$ cat src/rtl/sparc_exu_thrreg_pkg.sv
// Shared types for the per-thread register bank: RMW mode encodings and the W2 pending request.
// Request fields are sized for the largest legal bank; instances use the low SIZE/NTHR bits.
package sparc_exu_thrreg_pkg;

  localparam int unsigned THRREG_MAX_SIZE = 64;
  localparam int unsigned THRREG_MAX_NTHR = 8;

  typedef enum logic [1:0] {
    THRREG_LOAD = 2'b00,
    THRREG_SET  = 2'b01,
    THRREG_CLR  = 2'b10,
    THRREG_INC  = 2'b11
  } thrreg_mode_e;

  typedef struct packed {
    logic [THRREG_MAX_NTHR-1:0] thr;
    thrreg_mode_e               mode;
    logic [THRREG_MAX_SIZE-1:0] data;
  } thrreg_req_t;

endpackage

$ cat src/rtl/sparc_exu_thrreg_alu.sv
// Combinational read-modify-write function for one thread register.
module sparc_exu_thrreg_alu
  import sparc_exu_thrreg_pkg::*;
#(
  parameter int unsigned SIZE = 3
) (
  input  thrreg_mode_e    mode,
  input  logic [SIZE-1:0] cur,
  input  logic [SIZE-1:0] data,
  output logic [SIZE-1:0] res
);

  always_comb begin
    res = cur;
    unique case (mode)
      THRREG_LOAD: res = data;
      THRREG_SET:  res = cur | data;
      THRREG_CLR:  res = cur & ~data;
      THRREG_INC:  res = cur + data;  // modulo 2^SIZE, carry dropped
      default:     res = cur;
    endcase
  end

endmodule

$ cat src/rtl/sparc_exu_thrreg_bank.sv
// Per-thread register bank with W-capture / W2-commit pipeline and priority read port.
// Define SPARC_EXU_THRREG_BYPASS_EN to forward the in-flight W2 result onto data_out.
module sparc_exu_thrreg_bank
  import sparc_exu_thrreg_pkg::*;
#(
  parameter int unsigned    SIZE    = 3,
  parameter int unsigned    NTHR    = 4,
  parameter logic [SIZE-1:0] RST_VAL = '0
) (
  input  logic            clk,
  input  logic            reset,
  input  logic [NTHR-1:0] thr_out,
  input  logic            wen_w,
  input  logic [NTHR-1:0] thr_w,
  input  logic [1:0]      mode_w,
  input  logic [SIZE-1:0] data_in_w,
  input  logic            kill_w2,
  output logic [SIZE-1:0] data_out,
  output logic [NTHR-1:0] thr_vld,
  output logic            pend_w2
);

  logic [SIZE-1:0] regs_q  [NTHR];
  logic [SIZE-1:0] new_val [NTHR];
  logic [SIZE-1:0] rd_val  [NTHR];
  logic [NTHR-1:0] thr_vld_q;
  logic            pend_vld_q;
  thrreg_req_t     pend_d, pend_q;
  logic [NTHR-1:0] pend_thr;
  logic [SIZE-1:0] pend_data;
  logic            capture;
  logic            commit;

  // A request with no target thread is dropped at W.
  assign capture   = wen_w & (|thr_w);
  assign commit    = pend_vld_q & ~kill_w2;
  assign pend_thr  = pend_q.thr[NTHR-1:0];
  assign pend_data = pend_q.data[SIZE-1:0];

  // Request fields above NTHR/SIZE are always zero.
  logic unused_pend;
  assign unused_pend = (^(pend_q.thr >> NTHR)) ^ (^(pend_q.data >> SIZE));

  always_comb begin
    pend_d = pend_q;
    if (capture) begin
      pend_d      = '0;
      pend_d.thr  = THRREG_MAX_NTHR'(thr_w);
      pend_d.mode = thrreg_mode_e'(mode_w);
      pend_d.data = THRREG_MAX_SIZE'(data_in_w);
    end
  end

  always_ff @(posedge clk or posedge reset) begin
    if (reset) begin
      pend_vld_q <= 1'b0;
      pend_q     <= '0;
    end else begin
      pend_vld_q <= capture;
      pend_q     <= pend_d;
    end
  end

  always_ff @(posedge clk or posedge reset) begin
    if (reset) begin
      for (int t = 0; t < NTHR; t++) begin
        regs_q[t] <= RST_VAL;
      end
      thr_vld_q <= '0;
    end else if (commit) begin
      for (int t = 0; t < NTHR; t++) begin
        if (pend_thr[t]) begin
          regs_q[t]    <= new_val[t];
          thr_vld_q[t] <= 1'b1;
        end
      end
    end
  end

  for (genvar t = 0; t < NTHR; t++) begin : g_thr
    sparc_exu_thrreg_alu #(
      .SIZE (SIZE)
    ) u_alu (
      .mode (pend_q.mode),
      .cur  (regs_q[t]),
      .data (pend_data),
      .res  (new_val[t])
    );
`ifdef SPARC_EXU_THRREG_BYPASS_EN
    assign rd_val[t] = (commit && pend_thr[t]) ? new_val[t] : regs_q[t];
`else
    assign rd_val[t] = regs_q[t];
`endif
  end

  // Walk from the top down so the lowest set thr_out bit wins.
  always_comb begin
    data_out = '0;
    for (int t = NTHR - 1; t >= 0; t--) begin
      if (thr_out[t]) data_out = rd_val[t];
    end
  end

  assign thr_vld = thr_vld_q;
  assign pend_w2 = pend_vld_q;

endmodule

$ cat config.mk
export PLATFORM = sky130hd
export DESIGN_NAME = sparc_exu_thrreg_bank
export DESIGN_NICKNAME = d
export VERILOG_FILES = /design/src/rtl/sparc_exu_thrreg_pkg.sv /design/src/rtl/sparc_exu_thrreg_alu.sv /design/src/rtl/sparc_exu_thrreg_bank.sv
export SDC_FILE = /design/constraint.sdc
export NUM_CORES = 1
export LEC_CHECK = 0
export ABC_AREA = 1
export CORE_MARGIN = 2
export CORE_UTILIZATION = 40
export CTS_CLUSTER_SIZE = 25
export DETAILED_ROUTE_END_ITERATION = 8
export GPL_TIMING_DRIVEN = 0
export MAX_ROUTING_LAYER = met4
export PLACE_DENSITY = 0.57
export RECOVER_POWER = 100
export SYNTH_ARGS = -nofsm -noshare
export SYNTH_HDL_FRONTEND = slang
export SYNTH_HIERARCHICAL = 1
export SYNTH_SLANG_ARGS = --single-unit
$ cat constraint.sdc
create_clock -name clk -period 4.6 [get_ports clk]
set_clock_uncertainty 0.1 [all_clocks]
set_input_delay 1.38 -clock clk [delete_from_list [all_inputs] [get_ports clk]]
set_output_delay 1.38 -clock clk [all_outputs]
set_load 0.01 [all_outputs]
==> impl_results.md <==
- FF+latch count, synth: 26
- Level count of the clock H-tree: 1
- Sw frac: 40.0%
- CP Capture Type: primary output
- CP delay by family, top: buffers and inverters
- Outcome: finished clean
- Synth area leaders: dfrtp_1, ha_1, inv_1
- Core area: 5140 µm²
- Clock Latency Late Sink: 0.28 ns
- Crit path DAT: 2.89 ns
- FP Rows: 26
- TritonCTS clock tree: built
- Crit path cell chain: dlygate4sd3_1, inv_1, nand3_1, nand2_1, nand2_1, nand2_1, clkdlybuf4s50_1
- CP startpoint kind: input pin
- Placement Setup Slack: 0.342 ns
- Clock power frac: 17.1%
- Post-detailed-placement half-perimeter wirelength: 3.48 mm
- Syn Inst Count: 295
- Routed WL: 4.66 mm
- Worst ir drop on vdd: 187 µV
- Slowest-stage cell, CP: dlygate4sd3_1
- Comb pwr share: 38.3%
- Synthesized area: 2150 µm²
- Final ANT Viol Nets: 0
- Seq pwr share: 44.6%
- Clock sinks: 26
- Overall die height: 77.3 µm
- Global route total overflow: 0
- Yosys Warn Count: 6
- DRT iter0 DRCs: 64
- Resize count post-CTS: 0
- Post-synth top area share: 30.3%
- Cell variety after synth: 16
- Die W: 77.3 µm
- Via count: 1855
- Least-Margin Pin Slew: 1.05 ns
- Final hold vios: 0
- Cts hold-fix bufs: 0
- Register area: 651 µm²
- Largest net degree at the start of global routing: 30
- Yosys top cell by area: dfrtp_1
- IO Pins: 25
- Max Buffers Root-to-Sink: 2
- WP data required: 3.12 ns
- Pre-antenna DRT Iters: 4
- Setup_tns: 0 ns
- Peak Freq: 229 MHz
- TritonCTS Buffers: 3
- Sw power: 0.000308 W
- Max-cap viol count: 0
- Final worst slack: 0.233 ns
- Worst hold start: thr_vld[3]$_DFFE_PP0P_
- Min cycle time layout: 4.37 ns
- Vias in the first global route: 1868
- Share of layout cells above drive strength 1: 1.87%
- Slew HR: 29.7%
- Slew Limit Fails: 0
- Fill count: 550
- PD cells: 310 nW/µm²
- Layout area overhead: 15.9%
- Most frequent cells in the layout: nand2_1, inv_1, nand3_1
- I/O Buffers: 23
- Final setup violation count: 0
- Final Cycle Share: 94.9%
- Syn Nets: 344
- Slowest cell delay on critical path: 0.60 ns
- FF-to-FF Start: pend_data[0]$_DFFE_PP0P_
- Most used cell along the critical path: nand2_1
- Placer Congestion: 0.787
- Initial antenna violation count: 0
- Critical path type: in -> out
- Root buf cell: clkbuf_8
- Multi-input gate area in the final layout: 1200 µm²
- Most common library cell in the layout ignoring fill and taps: nand2_1
- # diodes: 0
- Vias per Instance: 4.74
- Die area: 5980 µm²
- DRC viols: 0
- RSZ-0062 raised after global routing: no
- Wire per inst: 11.9 µm
- Leak pwr: 1.32 nW
- Syn_area_per_cell: 7.29 µm²
- Starting Density: 41.8%
- # Post-CTS Setup Buffers: 0
- Worst Hold Class: reg -> reg
- NumNets Final: 372
- Clock transition at path regs: 0.08 ns
- Internal: 0.000463 W
- Crit path buf inv count: 3
- Global-route wire length before repair: 8.43 mm
- Crit path launch: thr_out[2]
- Crit-path max FO: 4
- Fin Hold WS: 0.366 ns
- Total routing usage reported by global routing: 18.0%
- Sequential area share after synthesis: 30.3%
==> sequential cells by signal (all words and copies together), names as in the netlist <==
signal	count
pend_w2	1
thr_vld	4
pend_data	3
rd_val	12
pend_q	6
==> stage by stage <==
stage,util (%),total power (W),instance area [µm²],cells
final,48.5,0.000771,2490,391
after global routing,48.5,0.000860,2490,391
after CTS,48.8,0.000787,2510,391
after detailed placement,48.0,0.000651,2470,388
after global placement,48.0,0.000642,2470,388
after floorplan,-,0.000547,2150,295
==> power by group through the flow <==
stage / logic [W] / registers [W] / clock network (W)
2_1_floorplan: 0.000224 / 0.000323 / 0
6_report: 0.000295 / 0.000344 / 0.000132
3_5_place_dp: 0.000302 / 0.000349 / 0
4_1_cts: 0.000304 / 0.000344 / 0.000139
3_3_place_gp: 0.000295 / 0.000347 / 0
5_1_grt: 0.000360 / 0.000354 / 0.000146
==> cell type report <==
| type | instances | area share [%] |
|---|---|---|
| inverters | 72 | 10.8 |
| plain buffers | 1 | 0.552 |
| well taps | 70 | 3.52 |
| repair buffers | 23 | 9.24 |
| flip-flops and latches | 26 | 26.1 |
| multi-input cells | 196 | 48.1 |
| clock buffers | 3 | 1.66 |
==> worst register-to-register path, delay by kind of cell, from the launching register on <==
| kind | cells | cell delay (ns) |
|---|---|---|
| adders and majority gates | 2 | 0.66 |
| DFF | 1 | 0.67 |
| AOI/OAI and AO/OA | 1 | 0.15 |
| and+or+nand+nor | 2 | 0.30 |
| buffers and inverters | 2 | 0.09 |
==> cell families (layout without fill, tap and decap cells) <==
group / Yosys count / count (layout) / share of synthesized area, %
adder cells (fa/ha/maj): 32 / 32 / 20.0
AND/OR/NAND/NOR: 146 / 146 / 32.3
buffers and inverters: 73 / 99 / 13.2
flip-flops: 26 / 26 / 30.3
AO/OA/AOI/OAI: 18 / 18 / 4.19
==> synthesized netlist by cell type <==
| library cell | n |
|---|---|
| dfrtp_1 | 26 |
| inv_1 | 72 |
| clkbuf_8 | 1 |
| nor2_1 | 7 |
| nand4_1 | 8 |
| nand2_4 | 2 |
| nor2_2 | 2 |
| or2_0 | 4 |
| nand2_2 | 1 |
| a21oi_1 | 9 |
| o21ai_0 | 9 |
| ha_1 | 28 |
| nand2_1 | 71 |
| nand3_1 | 39 |
| fa_1 | 4 |
| nand3b_1 | 12 |
==> layer usage <==
layer	wire, µm	track usage (%)	up-vias
met5	0	-	-
met4	42	3.21	0
met3	128	2.12	5
met2	2310	32.5	31
met1	2180	21.6	852
li1	-	-	967
==> worst paths after layout <==
kind                            cells after the start                endpoint  slack [ns]
worst max-delay path                                7             data_out[2]        0.23
worst min-delay path                                2  thr_vld[3]$_DFFE_PP0P_        0.37
worst max register to register                      7  rd_val[10]$_DFFE_PP0P_        2.54
worst min register to register                      2  thr_vld[3]$_DFFE_PP0P_        0.37
max in group asynchronous                           2   rd_val[0]$_DFFE_PP0P_        2.07
min in group asynchronous                           2  pend_q[66]$_DFFE_PP0P_        1.69
Power figures use the tool's default switching activity.
